--- config.mk ---
export PLATFORM = sky130hd
export DESIGN_NAME = layer_argmax
export DESIGN_NICKNAME = d
export VERILOG_FILES = /design/src/rtl/layer_argmax_pkg.sv /design/src/rtl/layer_argmax_cmp.sv /design/src/rtl/layer_argmax.sv
export SDC_FILE = /design/constraint.sdc
export NUM_CORES = 1
export LEC_CHECK = 0
export CORE_AREA = 5 5 111 113
export CTS_BUF_LIST = sky130_fd_sc_hd__clkbuf_16
export CTS_CLUSTER_DIAMETER = 150
export CTS_CLUSTER_SIZE = 14
export DETAILED_ROUTE_END_ITERATION = 12
export DIE_AREA = 0 0 116 118
export DONT_BUFFER_PORTS = 1
export PLACE_DENSITY = 0.7
export SYNTH_ARGS = -nofsm -noshare
export SYNTH_HDL_FRONTEND = slang
export SYNTH_SLANG_ARGS = --single-unit
--- constraint.sdc ---
create_clock -name clk -period 11.6 [get_ports clk]
set_clock_uncertainty 0.15 [all_clocks]
set_input_delay 1.16 -clock clk [delete_from_list [all_inputs] [get_ports clk]]
set_output_delay 1.16 -clock clk [all_outputs]
set_load 0.05 [all_outputs]
--- src/rtl/layer_argmax_pkg.sv ---
// nn_pkg: shared types and constants for the network's output stages.
//   DATA_W/FRAC_W   : Q8.8 activation format
//   data_t          : signed activation word
//   DATA_MIN        : most negative activation, used to seed second-best
//   argmax_state_e  : layer_argmax controller states
//   sat_margin()    : best - second at 17 bits, clamped to 16-bit unsigned
//                     (only with LAYER_ARGMAX_MARGIN_EN)
package nn_pkg;

    localparam int DATA_W = 16;
    localparam int FRAC_W = 8;

    typedef logic signed [DATA_W-1:0] data_t;

    localparam data_t DATA_MIN = 16'sh8000;

    typedef enum logic [1:0] {
        IDLE,
        SCAN,
        HOLD
    } argmax_state_e;

`ifdef LAYER_ARGMAX_MARGIN_EN
    // The difference is formed one bit wider so +32767 - (-32768) cannot wrap.
    function automatic logic [DATA_W-1:0] sat_margin(input data_t hi, input data_t lo);
        logic signed [DATA_W:0] d;
        d = {hi[DATA_W-1], hi} - {lo[DATA_W-1], lo};
        if (d < 0)
            return '0;
        else if (d > 17'sh0FFFF)
            return '1;
        else
            return d[DATA_W-1:0];
    endfunction
`endif

endpackage

--- src/rtl/layer_argmax_cmp.sv ---
// argmax_cmp: combinational compare-and-update step of the argmax scan.
//   e            : element under test
//   best/best_idx: running maximum and its index
//   count        : index of e
//   second       : running second maximum (LAYER_ARGMAX_MARGIN_EN only)
//   next_*       : updated running values
// A strict greater-than keeps the lowest index on ties.
module argmax_cmp
    import nn_pkg::*;
#(
    parameter int IDX_W = 2
) (
    input  data_t              e,
    input  data_t              best,
    input  logic [IDX_W-1:0]   best_idx,
    input  logic [IDX_W-1:0]   count,
`ifdef LAYER_ARGMAX_MARGIN_EN
    input  data_t              second,
    output data_t              next_second,
`endif
    output data_t              next_best,
    output logic [IDX_W-1:0]   next_idx
);

    always_comb begin
        next_best = best;
        next_idx  = best_idx;
`ifdef LAYER_ARGMAX_MARGIN_EN
        next_second = second;
`endif
        if (e > best) begin
            next_best = e;
            next_idx  = count;
`ifdef LAYER_ARGMAX_MARGIN_EN
            next_second = best;
`endif
        end
`ifdef LAYER_ARGMAX_MARGIN_EN
        else if (e > second) begin
            next_second = e;
        end
`endif
    end

endmodule

--- src/rtl/layer_argmax.sv ---
// layer_argmax: captures a fully-connected layer's activation vector on its
// done pulse, scans it one element per cycle and holds the index and value of
// the maximum behind a valid/ready handshake.
//   clk, rst_n : clock, asynchronous active-low reset
//   start, y   : capture strobe and M x Q8.8 activations (element i = y[16i+15:16i])
//   busy       : scan in progress
//   valid/ready: result handshake; idx/max_val held while valid
//   overrun    : one-cycle pulse after a start that could not be accepted
//   margin     : best - second best, saturated unsigned
//                (present only when LAYER_ARGMAX_MARGIN_EN is defined)
module layer_argmax
    import nn_pkg::*;
#(
    parameter int M = 4
) (
    input  logic                              clk,
    input  logic                              rst_n,
    input  logic                              start,
    input  logic [M*DATA_W-1:0]               y,
    output logic                              busy,
    output logic                              valid,
    input  logic                              ready,
    output logic [((M > 1) ? $clog2(M) : 1)-1:0] idx,
    output logic [DATA_W-1:0]                 max_val,
    output logic                              overrun
`ifdef LAYER_ARGMAX_MARGIN_EN
    ,
    output logic [DATA_W-1:0]                 margin
`endif
);

    localparam int IDX_W = (M > 1) ? $clog2(M) : 1;

    argmax_state_e     state;
    data_t             vbuf [M];
    data_t             best;
    logic [IDX_W-1:0]  best_idx;
    logic [IDX_W-1:0]  count;
    data_t             e;
    data_t             nbest;
    logic [IDX_W-1:0]  nidx;
    data_t             y0;
    logic              hs;
    logic              take;
`ifdef LAYER_ARGMAX_MARGIN_EN
    data_t             second;
    data_t             nsecond;
`endif

    assign y0 = data_t'(y[DATA_W-1:0]);
    assign e  = vbuf[count];

    // A start is accepted from IDLE, or in HOLD when the result is consumed
    // in the same cycle (back-to-back operation).
    assign hs   = (state == HOLD) && ready;
    assign take = start && ((state == IDLE) || hs);

    argmax_cmp #(
        .IDX_W (IDX_W)
    ) u_cmp (
        .e           (e),
        .best        (best),
        .best_idx    (best_idx),
        .count       (count),
`ifdef LAYER_ARGMAX_MARGIN_EN
        .second      (second),
        .next_second (nsecond),
`endif
        .next_best   (nbest),
        .next_idx    (nidx)
    );

    always_ff @(posedge clk or negedge rst_n) begin
        if (!rst_n) begin
            state    <= IDLE;
            busy     <= 1'b0;
            valid    <= 1'b0;
            overrun  <= 1'b0;
            idx      <= '0;
            max_val  <= '0;
            best     <= '0;
            best_idx <= '0;
            count    <= '0;
            for (int unsigned i = 0; i < M; i++)
                vbuf[i] <= '0;
`ifdef LAYER_ARGMAX_MARGIN_EN
            second   <= '0;
            margin   <= '0;
`endif
        end else begin
            overrun <= start && !take;
            if (take) begin
                for (int unsigned i = 0; i < M; i++)
                    vbuf[i] <= data_t'(y[DATA_W*i +: DATA_W]);
                best     <= y0;
                best_idx <= '0;
                count    <= IDX_W'(1);
`ifdef LAYER_ARGMAX_MARGIN_EN
                second   <= DATA_MIN;
`endif
                if (M > 1) begin
                    state <= SCAN;
                    busy  <= 1'b1;
                    valid <= 1'b0;
                end else begin
                    // Single element: the result is known at capture.
                    state   <= HOLD;
                    busy    <= 1'b0;
                    valid   <= 1'b1;
                    idx     <= '0;
                    max_val <= y0;
`ifdef LAYER_ARGMAX_MARGIN_EN
                    margin  <= '1;
`endif
                end
            end else begin
                case (state)
                    SCAN: begin
                        best     <= nbest;
                        best_idx <= nidx;
`ifdef LAYER_ARGMAX_MARGIN_EN
                        second   <= nsecond;
`endif
                        if (count == IDX_W'(M - 1)) begin
                            state   <= HOLD;
                            busy    <= 1'b0;
                            valid   <= 1'b1;
                            idx     <= nidx;
                            max_val <= nbest;
`ifdef LAYER_ARGMAX_MARGIN_EN
                            margin  <= sat_margin(nbest, nsecond);
`endif
                        end else begin
                            count <= count + IDX_W'(1);
                        end
                    end
                    HOLD: begin
                        if (ready) begin
                            state <= IDLE;
                            valid <= 1'b0;
                        end
                    end
                    default: begin
                    end
                endcase
            end
        end
    end

endmodule

==> out/results.ini, run 1 <==
[sta]
max_slew.worst_pin.slew_ns = 0.946
period_share_pct = 38.0
period_minus_slack_ns = 4.40
whs_ns = 0.354
fmax_mhz = 227
relSlewSlack_pct = 36.9
tns_ns = 0
setup_violations = 0
hold_viol = 0
fin_ws_ns = 7.20
rsz0062_at_grt = false
report.final.slew_viol_count = 0

[drt]
viasPerCell = 6.37
drc_errors = 0
drt_iter0_markers = 286
wirelength_um = 12700
postRouteAntennaNets = 0
wl_per_cell_um = 22.0
drtPass1Iterations = 4
num_vias = 3679

[cts]
cts-buffers-inserted = 9
cts_hold_buf = 0
postCtsSetupBuffers = 0
clkSlewWorstSetupHoldPaths_ns = 0.07
clk_path_buf_depth = 2
cts_resized = 0
cts_sinks = 106
root_buffer = clkbuf_16
cts_tree = built
clk_latency_ns = 0.35
htreeDepth = 3

[logic_synthesis]
synth_cell_types = 31
synth-seq-area-share_pct = 48.6
synth_area_leader_cell = dfrtp_1
syn_area_um2 = 5460
yosys-top-cells-area = dfrtp_1 49%, mux2_2 17%, mux4_2 6.6%, nor4_1 6.2%, ha_1 3.9%
syn_area_per_cell_um2 = 12.2
ys_seq_elements = 106
synth_top_area_share_pct = 48.6
syn_nets = 533
yosysWarningCount = 0
syn_inst = 448

[min_path]
hold_end = vbuf[18]$_DFFE_PN0P_
min_path_type = reg -> reg
worstHoldStart = vbuf[18]$_DFFE_PN0P_
hold_depth = 1

[floorplanning]
core-area_um2 = 11200
die_area_um2 = 13700
ioPinCount = 89
rows = 39
die_height_um = 118
die_width_um = 116
start_util_pct = 48.7

[finish]
fin_nets = 515
synthToLayoutAreaGrowth_pct = 6.14
diodes = 0
drive_gt1_share_pct = 28.7
final_core_util_pct = 51.6

[critical_path]
crit_required_ns = 11.69
regToRegSetupSlack_ns = 7.20
crit_fanout = 21
end_kind = register
critPathKind = reg -> reg
cp-start-kind = register
r2r_start = count[1]$_DFFE_PN0P_
rr_endpoint = best_idx[1]$_DFFE_PN0P_
arrival_ns = 4.49
ff2ff_path_depth = 8

[global_route]
grt_overflow = 0
grt_max_degree = 107
antenna_found_initial = 1
grt_pass1_wl_um = 20800
grt_pass1_vias = 3740
grtUsageTotal_pct = 19.4

[status]
status = completed

[placed_design]
hpwl_um = 8690
portBuffers = 0
pre_cts_ws_ns = 7.29
place.gp.congestion = 0.912

[flow_run]
drv_cap = 0

-- cell usage after synthesis (all sizes together) --
| cell type | count |
|---|---|
| nand4 | 4 |
| a221o | 16 |
| clkbuf | 22 |
| a2111o | 1 |
| mux2 | 84 |
| nand2b | 2 |
| and2 | 3 |
| a311oi | 1 |
| o21ai | 5 |
| inv | 18 |
| buf | 11 |
| a21o | 2 |
| dfrtp | 106 |
| a211oi | 1 |
| nor2 | 25 |
| and3 | 17 |
| nor3 | 19 |
| nand3 | 1 |
| or4 | 1 |
| ha | 17 |
| mux4 | 16 |
| nor2b | 6 |
| o211ai | 1 |
| nor4 | 54 |
| a21oi | 9 |
| nand2 | 6 |
-- worst max-delay path: stages (launching register included) --
cell and delay, ns:
dfrtp_1 0.96, mux4_2 0.47, ha_1 0.34, a21oi_1 0.15, o21ai_0 0.09, a21oi_1 0.30, and3_1 0.78, a21o_1 0.63
mux2_2 0.40
-- sequential cells by signal, indices dropped and copies added, names as in the netlist --
signal,flops
overrun,1
best_idx,2
vbuf,64
best,16
max_val,16
busy,1
count,2
state,1
idx,2
valid,1
-- layout make-up --
type | instances | area [um^2]
Fill cell | 960 | 5430
Sequential cell | 106 | 2650
Multi-Input combinational cell | 291 | 2600
Clock buffer | 9 | 225
Tap cell | 143 | 179
Inverter | 18 | 67.6
Clock inverter | 7 | 40.0
Timing Repair Buffer | 4 | 30.0
-- metal layers --
layer / up-vias / routed length (um) / track usage [%]
met4: 2 / 273 / 7.32
met1: 1831 / 5270 / 27.3
met3: 24 / 1210 / 6.22
met2: 151 / 5920 / 28.0
li1: 1671 / - / -
met5: - / 18 / 0
-- logic make-up (layout without fill, tap and decap cells) --
kind of cell / Yosys count / in the layout / share of synthesized area (%)
DFF: 106 / 106 / 48.6
muxes: 100 / 100 / 23.9
AOI/OAI and AO/OA: 36 / 36 / 5.48
buffers and inverters: 51 / 38 / 3.90
adders and majority gates: 17 / 17 / 3.90
and+or+nand+nor: 138 / 138 / 14.2
-- how the worst max path moves through the flow --
stage               slack [ns]  depth (start not counted)                 endpoint                 start
floorplan                 7.89                         11     best[10]$_DFFE_PN0P_  count[0]$_DFFE_PN0P_
global placement          7.36                          8      best[0]$_DFFE_PN0P_  count[1]$_DFFE_PN0P_
detailed placement        7.29                          8  best_idx[1]$_DFFE_PN0P_  count[1]$_DFFE_PN0P_
CTS                       7.29                          8  best_idx[1]$_DFFE_PN0P_  count[1]$_DFFE_PN0P_
global route              6.96                          8  best_idx[1]$_DFFE_PN0P_  count[1]$_DFFE_PN0P_
finish                    7.20                          8  best_idx[1]$_DFFE_PN0P_  count[1]$_DFFE_PN0P_
-- cell usage in the layout (no fill, tap or decap) --
master / n
dfrtp_1: 106
mux2_2: 84
nor4_1: 54
nor2_1: 25
inv_1: 21
nor3_1: 19
and3_1: 17
ha_1: 17
mux4_2: 16
a221o_1: 16
a21oi_1: 9
clkbuf_16: 9
nor2b_1: 6
o21ai_0: 5
nand2_1: 4
buf_4: 4
nand4_1: 3
nand2b_1: 2
nand2_2: 2
a21o_1: 2
and2_1: 2
clkinvlp_4: 2
and2_2: 1
nand4_2: 1
o211ai_1: 1
a2111o_1: 1
or4_4: 1
a311oi_2: 1
a211oi_4: 1
nand3_2: 1
clkinv_4: 1
clkinv_2: 1
-- stage by stage --
stage / instance area, um^2 / cells
final: 5800 / 578
after global routing: 5800 / 578
after CTS: 5790 / 578
after detailed placement: 5530 / 562
after global placement: 5530 / 562
after floorplan: 5460 / 448
Power of run 1 is left out: the tool's default activity adds up to more than one toggle a clock period on the data nets, which glitch-free logic cannot reach.
==> run 2: changes to the inputs <==
--- a/config.mk
+++ b/config.mk
@@ -12,7 +12,7 @@
 export DETAILED_ROUTE_END_ITERATION = 12
 export DIE_AREA = 0 0 116 118
 export DONT_BUFFER_PORTS = 1
-export PLACE_DENSITY = 0.7
+export PLACE_DENSITY = 0.72
 export SYNTH_ARGS = -nofsm -noshare
 export SYNTH_HDL_FRONTEND = slang
 export SYNTH_SLANG_ARGS = --single-unit
==> constraint.sdc (replaced) <==
create_clock -name clk -period 3.6 [get_ports clk]
set_clock_uncertainty 0.15 [all_clocks]
set_input_delay 0.36 -clock clk [delete_from_list [all_inputs] [get_ports clk]]
set_output_delay 0.36 -clock clk [all_outputs]
set_load 0.05 [all_outputs]
==> run 2 against run 1 <==
Against the previous run: clock-buffer cell count unchanged; maximum frequency increased by 26%; final area increased by 6.5%; critical path depth increased by 2; global-route usage decreased by 0.074 points; register-to-register slack got worse by 7.1 ns; worst hold slack got worse by 0.35 ns; core utilization increased by 3.4 points; die area unchanged; largest cell class unchanged.
==> out/results.ini, run 2 (synthesis gave the netlist of run 1 again) <==
[cts]
htreeDepth = 3  ; unchanged
cts-buffers-inserted = 9  ; unchanged
cts_sinks = 106  ; unchanged
clk_path_buf_depth = 2  ; unchanged
clk_latency_ns = 0.35  ; about the same
cts_tree = built  ; unchanged
root_buffer = clkbuf_16  ; unchanged
clkSlewWorstSetupHoldPaths_ns = 0.07  ; about the same

[status]
status = completed  ; unchanged

[finish]
nFillCells = 930  ; was 960
drive_gt1_share_pct = 33.1  ; was 28.7%
seq_area_um2 = 2650  ; about the same
final_common_cell = dfrtp_1  ; unchanged
fin_nets = 536  ; was 515
top_regs = vbuf: 64 flops, best: 16 flops, max_val: 16 flops  ; unchanged
top_register = vbuf  ; unchanged
synthToLayoutAreaGrowth_pct = 13.1  ; was 6.14%
multi_input_area_um2 = 2650  ; was 2600 um^2
largest_register_ffs = 64  ; unchanged
final_core_util_pct = 55.0  ; was 51.6%
diodes = 0  ; unchanged
postLayoutCellArea_um2 = 6170  ; was 5800 um^2
layout_common_cells = 105 x dfrtp_1, 84 x mux2_2, 54 x nor4_1, 25 x nor2_1  ; was 106 x dfrtp_1, 84 x mux2_2, 54 x nor4_1, 25 x nor2_1, 21 x inv_1

[critical_path]
r2r_start = count[0]$_DFFE_PN0P_  ; was count[1]$_DFFE_PN0P_
rr_endpoint = best[11]$_DFFE_PN0P_  ; was best_idx[1]$_DFFE_PN0P_
crit_required_ns = 3.68  ; was 11.69 ns
crit_fanout = 8  ; was 21
end_kind = register  ; unchanged
ff2ff_path_depth = 10  ; was 8
startpoint = count[0]$_DFFE_PN0P_  ; was count[1]$_DFFE_PN0P_
cp-start-kind = register  ; unchanged
arrival_ns = 3.59  ; was 4.49 ns
crit_end = best[11]$_DFFE_PN0P_  ; was best_idx[1]$_DFFE_PN0P_
regToRegSetupSlack_ns = 0.09  ; was 7.20 ns
critPathKind = reg -> reg  ; unchanged

[sta]
max_slew.worst_pin.slew_ns = 0.743  ; was 0.946 ns
setup_violations = 0  ; unchanged
fmax_mhz = 285  ; was 227 MHz
report.final.slew_viol_count = 0  ; unchanged
period_minus_slack_ns = 3.51  ; was 4.40 ns
hold_viol = 0  ; unchanged
period_share_pct = 97.4  ; was 38.0%
rsz0062_at_grt = true  ; was false
relSlewSlack_pct = 50.5  ; was 36.9%

[drt]
wl_per_cell_um = 21.7  ; was 22.0 um
drt_iter0_markers = 272  ; was 286
postRouteAntennaNets = 0  ; unchanged
wirelength_um = 13000  ; was 12700 um
num_vias = 3772  ; was 3679
viasPerCell = 6.30  ; was 6.37
drtPass1Iterations = 4  ; unchanged
drc_errors = 0  ; unchanged

[floorplanning]
die_height_um = 118  ; unchanged
core-area_um2 = 11200  ; unchanged
ioPinCount = 89  ; unchanged
start_util_pct = 48.7  ; unchanged
die_width_um = 116  ; unchanged
rows = 39  ; unchanged
die_area_um2 = 13700  ; unchanged

[global_route]
antenna_found_initial = 0  ; was 1
grtUsageTotal_pct = 19.3  ; was 19.4%
grt_pass1_vias = 3876  ; was 3740
grt_max_degree = 107  ; unchanged
grt_pass1_wl_um = 21000  ; was 20800 um
grt_overflow = 0  ; unchanged

[flow_run]
drv_cap = 0  ; unchanged

[placed_design]
place_area_um2 = 5620  ; was 5530 um^2
portBuffers = 0  ; unchanged
place.gp.congestion = 0.845  ; was 0.912
hpwl_um = 9020  ; was 8690 um

[min_path]
min_path_type = in -> reg  ; was reg -> reg

run 2: cell count changes in the layout (fill, tap and decap cells not counted), sizes merged:
cell	change
clkbuf	+2
buf	+16
bufinv	+2
inv	-3
clkinv	+1
dlygate4sd3	+3
run 2: worst max-delay path: stages, from the launching register on:
cell and delay (ns):
dfrtp_2 0.46, buf_12 0.16, mux4_2 0.58, ha_1 0.33, nand4_1 0.15, or4_4 0.58
nand2_2 0.11, a311oi_2 0.07, a21o_1 0.25, buf_4 0.19, a221o_1 0.35
run 2: cell type report:
| type | instances | share of cell area (%) |
|---|---|---|
| Clock inverter | 7 | 1.52 |
| Inverter | 18 | 1.09 |
| Multi-Input combinational cell | 291 | 42.9 |
| Clock buffer | 9 | 3.65 |
| Tap cell | 143 | 2.90 |
| Sequential cell | 106 | 43.0 |
| Timing Repair Buffer | 25 | 4.92 |
run 2: how the worst min path moves through the flow:
| stage | start | endpoint | slack (ns) | cells past startpoint |
|---|---|---|---|---|
| 6_report | y[31] | vbuf[47]$_DFFE_PN0P_ | 0.004 | 1 |
| 5_1_grt | y[39] | vbuf[23]$_DFFE_PN0P_ | 0.0005 | 1 |
| 4_1_cts | y[31] | vbuf[47]$_DFFE_PN0P_ | 0.004 | 1 |
| 3_5_place_dp | rst_n | vbuf[27]$_DFFE_PN0P_ | -0.08 | 0 |
| 3_3_place_gp | rst_n | vbuf[27]$_DFFE_PN0P_ | -0.08 | 0 |
| 2_1_floorplan | rst_n | best[0]$_DFFE_PN0P_ | -0.09 | 0 |
run 2: metrics by stage:
stage                     std cells  setup WS [ns]  hold WS [ns]  setup TNS [ns]
final                           599         0.0930       0.00382               0
after global routing            599       -0.00798      0.000506        -0.00989
after floorplan                 448         0.0448       -0.0856               0
after detailed placement        570         0.0236       -0.0826               0
after CTS                       588        0.00540       0.00354               0
after global placement          570          0.128       -0.0822               0
run 2: routing by layer:
layer	global-route usage, %	vias up	wire, um
met5	0	-	0
met4	6.24	0	207
met3	5.55	17	1090
met2	28.9	125	6320
met1	27.2	1918	5390
li1	-	1712	-
run 2: repair_timing:
action,CTS,global route
hold buffers,2,2
hold endpoints to repair,106,2
gates resized for setup,0,7
endpoints found under the setup margin,0,33
setup buffers,0,7
Power of run 2 is left out for the same reason.
==> run 3: changes to the inputs <==
--- a/config.mk
+++ b/config.mk
@@ -12,6 +12,7 @@
 export DETAILED_ROUTE_END_ITERATION = 12
 export DIE_AREA = 0 0 116 118
 export DONT_BUFFER_PORTS = 1
+export GPL_ROUTABILITY_DRIVEN = 1
 export PLACE_DENSITY = 0.72
 export SYNTH_ARGS = -nofsm -noshare
 export SYNTH_HDL_FRONTEND = slang
==> results of run 3 <==
Same layout as run 2: the final DEF is identical, and so are final timing and power.
Power of run 3 is left out for the same reason.
==> edit 1 (config.mk and constraints of run 3) <==
Set the parameter `M` to 2 (it was 4).
--- a/src/rtl/layer_argmax.sv
+++ b/src/rtl/layer_argmax.sv
@@ -12,5 +12,5 @@
     import nn_pkg::*;
 #(
-    parameter int M = 4
+    parameter int M = 2
 ) (
     input  logic                              clk,
Ports: changed (resized idx and y); port bits go from 89 to 56. No check against the original RTL was run, so the function may have changed too.
==> edit 1 against run 3 <==
- design area fell by 33%
- maximum frequency rose by 7.4%
- synthesized area fell by 35%
- routed wire length fell by 35%
- via count fell by 29%
- setup slack improved by 0.24 ns
- hold slack improved by 0.0062 ns
- sequential cell count fell by 35
==> edit 1: results (changes against run 3) <==
** Power
- Of the total power, the share spent switching nets is 0.4365.
- The analysis attributes to cell leakage a power of 2.030 nW.

** Final layout
- The fraction of area in multi-input gates is 0.3902 (was 0.4294).
- Storage element area :: 1778 sq um (was 2654 sq um)
- Layout clock area frac :: 0.05574 (was 0.05167)
- # fillers :: 1135 (was 930)
- Largest registers in the final layout :: vbuf x32, best x16, max_val x16 (was vbuf x64, best x16, max_val x16)
- The number of multi-input logic gates was 257 (was 291).
- Ratio of cells with drive above 1 in the final layout :: 0.1050 (was 0.3311)
- The net count of the finished layout is 434 (was 536).
- The layout buffering overhead excluding clock cells was 0.06214 (was 0.04924).
- Non-clock buffer total of the final layout :: 26 (was 25)
- The non-clock inverter count in the final layout is 17 (was 18).

** Global route
- The all-layer global routing usage came to 0.1302 (was 0.1935).
- The via count of the first global-routing pass is 2870 (was 3876).
- The first-pass GRT wire length is 14.21 mm (was 20.98 mm).
- The pin count of the biggest net entering global routing is 72 (was 107).

** Worst setup path
- CP delay by family, top :: compound AO/OA/AOI/OAI gates (was simple AND/OR/NAND/NOR gates)
- Crit-path max FO :: 17 (was 8)
- The critical-path cell with the highest stage delay was dfrtp_2 (was mux4_2).
- The data arrival time of the critical path was 3.32 ns (was 3.59 ns).

** Routing
- 1st-iter DRT viols :: 201 (was 272)
- The total vias in the final route was 2666 (was 3772).
- Post-DR wirelength/cell :: 16.08 microns (was 21.71 microns)

** Synth
- The synthesized net count came to 416 (was 533).
- Synthesis warning total :: 0 (unchanged)
- The fraction of the yosys area taken by sequential cells came to 0.5025 (was 0.4858).
- The number of distinct standard cells referenced by the synthesized netlist came to 33 (was 31).
- The post-synthesis sequential element count came to 71 (was 106).
- Synth area leaders: dfrtp_1 (50%), nand2_1 (13%), a221o_1 (9.1%) (was dfrtp_1 (49%), mux2_2 (17%), mux4_2 (6.6%)).
- The prevailing post-synth register cell was dfrtp_1 (unchanged).
- Top post-synthesis cells by count: nand2_1 (119), dfrtp_1 (71), a221o_1 (32), and2_1 (17), inv_1 (17) (was dfrtp_1 (106), mux2_2 (84), nor4_1 (54), nor2_1 (25), clkbuf_1 (22)).

** Place
- GPL Wtd Cong :: 0.7879 (was 0.8445)
- Worst setup slack before clock tree synthesis :: 0.1664 ns (was 0.02356 ns)
- The detailed placement HPWL came to 6.248 mm (was 9.024 mm).

** Run status
- Run status: completed (unchanged).

** STA
- Remaining max-slew budget at the tightest pin :: 0.2689 (was 0.5048)

** Clock tree
- Cts-stage hold buffer count :: 17 (was 2)
- Clock slew seen by the registers of the worst setup and hold paths :: 0.05 ns (was 0.07 ns)
edit 1: cell count changes after synthesis, moves of 9 or more:
cell and change:
nor3_1 -19, nor2_1 -19, a221o_1 +16, and3_1 -16
nand3_1 +15, nand2_1 +115, mux2_2 -68, nor4_1 -54
mux4_2 -16, and2_1 +14, clkbuf_1 -9, dfrtp_1 -35
edit 1: per-layer routing:
| layer | vias up | global-route usage | part of all wire |
|---|---|---|---|
| li1 | 1292 | - | - |
| met3 | 20 | 0.04010 | 0.068 |
| met2 | 64 | 0.1914 | 0.46 |
| met1 | 1290 | 0.1667 | 0.44 |
| met5 | - | 0 | 0 |
| met4 | 0 | 0.07614 | 0.028 |
edit 1: path summary, 6_finish.rpt:
kind | from | endpoint | slack (ns) | cells after the start
max | count | max_val[15] | 0.33 | 7
min | y[20] | vbuf[4] | 0.01 | 2
max reg2reg | count | max_val[15] | 0.33 | 7
min reg2reg | vbuf[28] | vbuf[28] | 0.32 | 2
max in group asynchronous | rst_n | max_val[14] | 2.57 | 2
min in group asynchronous | rst_n | vbuf[18] | 0.44 | 2
edit 1: metrics by stage:
stage	std cells	instance area, sq um	hold WS, ns	utilization
floorplan	364	3536	-0.08559	-
global placement	497	3690	-0.08381	0.3288
detailed placement	497	3690	-0.08381	0.3288
CTS	524	4106	0.003140	0.3659
global route	524	4108	0.01017	0.3660
finish	524	4108	0.01005	0.3660
edit 1: logic make-up after synthesis:
group	after synthesis	share of synthesized area
buffers and inverters	36	0.04423
adder cells (fa/ha/maj)	16	0.05662
flip-flops	71	0.5025
AND/OR/NAND/NOR	170	0.2102
AO/OA/AOI/OAI	55	0.1355
multiplexers	16	0.05095
==> edit 2 (settings of run 3) <==
Without the edit above. Put one more register stage on the output `overrun`, cleared by the reset. The value now appears one clock later. The other outputs are not delayed to match. Comments in the files are not updated.
--- a/src/rtl/layer_argmax.sv
+++ b/src/rtl/layer_argmax.sv
@@ -31,4 +31,6 @@
 
     localparam int IDX_W = (M > 1) ? $clog2(M) : 1;
+
+    logic overrun_s0;
 
     argmax_state_e     state;
@@ -76,5 +78,5 @@
             busy     <= 1'b0;
             valid    <= 1'b0;
-            overrun  <= 1'b0;
+            overrun_s0 <= 1'b0;
             idx      <= '0;
             max_val  <= '0;
@@ -89,5 +91,5 @@
 `endif
         end else begin
-            overrun <= start && !take;
+            overrun_s0 <= start && !take;
             if (take) begin
                 for (int unsigned i = 0; i < M; i++)
@@ -148,4 +150,12 @@
     end
 
+    always_ff @(posedge clk or negedge rst_n) begin
+        if (!rst_n) begin
+            overrun <= '0;
+        end else begin
+            overrun <= overrun_s0;
+        end
+    end
+
 endmodule
 
Check against the original RTL: not equivalent (a bounded check fails within 4 cycles, from zero or initial values and one cycle with rst_n low).
==> edit 2 against run 3 <==
- sequential cell count is 1 higher
- synthesized area up 0.46%
- setup slack worse by 0.018 ns
- routed wire length increased by 6.0%
- global-route usage is 0.68 points higher
- first-iteration DRC count shrank 25%
- design area is 0.36% higher
Power is left out: the tool's default activity adds up to more than one toggle a clock period on the data nets, which glitch-free logic cannot reach.
==> edit 2: results (changes against run 3) <==
** Place
- The cell total after placement was 573 (was 570).
- The global placement routability congestion was 0.9594 (was 0.8445).
- Buffers on Ports :: 0 (unchanged)
- HPWL after detailed placement :: 9.036 mm (was 9.024 mm)
- The cell area reported after detailed placement is 5650 sq um (was 5623 sq um).

** Synth
- Gate Count Post-Synth :: 449 (was 448)
- The synthesized net count came to 534 (was 533).
- Post-synthesis adder-cell area fraction :: 0.03878 (was 0.03896)
- The Yosys warning count is 0 (unchanged).
- Complex-gate fraction of the synthesized area :: 0.05452 (was 0.05477)
- The fraction of the yosys area taken by sequential cells came to 0.4881 (was 0.4858).
- The multiplexer fraction of the synthesized cell area is 0.2381 (was 0.2392).
- Top post-synthesis cells by count :: dfrtp_1 (107), mux2_2 (84), nor4_1 (54), nor2_1 (25), clkbuf_1 (22) (was dfrtp_1 (106), mux2_2 (84), nor4_1 (54), nor2_1 (25), clkbuf_1 (22))
- The number of distinct standard cells referenced by the synthesized netlist is 31 (unchanged).
- The parity-gate share of the synthesized area counting xor and xnor cells is 0 (unchanged).
- The proportion of register bits with asynchronous set or reset after synthesis was 1.000 (unchanged).
- Synth area leaders: dfrtp_1 (49%), mux2_2 (17%), mux4_2 (6.6%) (unchanged).

** Final layout
- The net count of the finished layout is 543 (was 536).
- The fraction of final layout cells with drive strength greater than 1 came to 0.3218 (was 0.3311).
- The fill cell total of the finished layout is 929 (was 930).
- Largest registers in the final layout: vbuf x64, best x16, max_val x16 (unchanged).
- Most common cell after layout, fill and taps aside :: dfrtp_1 (unchanged)

** Clock tree
- The H-tree level count is 3 (unchanged).
- The total clock buffers created by CTS is 9 (unchanged).
- The maximum number of buffers from clock root to sink was 2 (unchanged).
- Clock slew seen by the registers of the worst setup and hold paths :: 0.07 ns (about the same)
- The clock latency at the later pin of the worst-skew pair was 0.35 ns (about the same).

** Worst setup path
- The capturing instance or port of the critical path is best[0] (was best[11]).
- Crit-path max FO :: 10 (was 8)
- Cells on worst reg2reg path :: 10 (unchanged)
- Launch point of the critical path :: count[0] (unchanged)
- Register-to-Register Setup Slack :: 0.08 ns (was 0.09 ns)
- Arrival time at the worst endpoint :: 3.61 ns (was 3.59 ns)
- Slowest-stage cell, CP :: or4_4 (was mux4_2)

** Global route
- Global-route wire length before repair :: 21.51 mm (was 20.98 mm)
- The all-layer global routing usage was 0.2003 (was 0.1935).
- The via count of the first global-routing pass was 3873 (was 3876).
- Maximum number of pins on one net before global-route repair :: 108 (was 107)

** Worst hold path
- Sink of the worst hold path :: vbuf[45] (was vbuf[47])
- Min-Delay Startpoint :: y[29] (was y[31])
- The type of the tightest min-delay check is input pin to register (unchanged).
- The number of cells traversed by the worst hold path was 1 (unchanged).

** Routing
- The number of DRC markers in iteration 0 is 204 (was 272).
- DR vias/cell :: 6.462 (was 6.297)
- The routed length per placed instance came to 22.75 microns (was 21.71 microns).
- Number of optimization iterations in the first detailed-route pass :: 5 (was 4)
- The routed wire length is 13.79 mm (was 13.00 mm).

** Run status
- Run status: completed (unchanged).

** STA
- Min Hold Slack :: 0.005065 ns (was 0.003820 ns)
- The headroom to the max-slew limit is 0.4520 (was 0.5048).
edit 2: cell types whose count changed after synthesis, sizes merged:
cell / delta
dfrtp: +1
edit 2: worst reg2reg max path, stage by stage (launching register included):
cell and delay (ns):
dfrtp_2 0.43, clkbuf_16 0.18, mux4_2 0.56, ha_4 0.32, nand4_2 0.15, or4_4 0.59
nand2_2 0.11, a311oi_2 0.07, a21o_1 0.27, buf_4 0.21, a221o_1 0.36
edit 2: layout make-up:
| cell class | count | area (sq um) | area share |
|---|---|---|---|
| inverters | 18 | 67.56 | 0.01090 |
| well taps | 143 | 178.9 | 0.02887 |
| multi-input cells | 291 | 2646 | 0.4270 |
| flip-flops and latches | 107 | 2679 | 0.4323 |
| clock buffers | 9 | 225.2 | 0.03634 |
| clock inverters | 7 | 83.83 | 0.01353 |
| repair buffers | 31 | 316.6 | 0.05108 |
edit 2: logic make-up after synthesis:
group / after synthesis
and+or+nand+nor: 138
DFF: 107
muxes: 100
buffers and inverters: 51
AOI/OAI and AO/OA: 36
adders and majority gates: 17
edit 2: through the flow:
stage,TNS [ns],setup slack (ns)
final,0,0.07539
after global routing,-0.01102,-0.009864
after CTS,0,0.06892
after detailed placement,-0.002273,-0.002273
after global placement,0,0.09323
after floorplan,0,0.04475
edit 2: per-layer routing:
layer	wire length [microns]	GRT usage
met1	5568	0.2785
met2	6541	0.2957
met3	1350	0.05964
met4	328	0.07397
met5	0	0
edit 2: what timing repair did:
action | CTS | global route
cloned | 0 | 1
buffers inserted | 2 | 6
hold buffers | 7 | 1
resized for setup | 0 | 6
hold endpoints to repair | 112 | 1
setup endpoints to repair | 10 | 30
pin swaps | 1 | 3
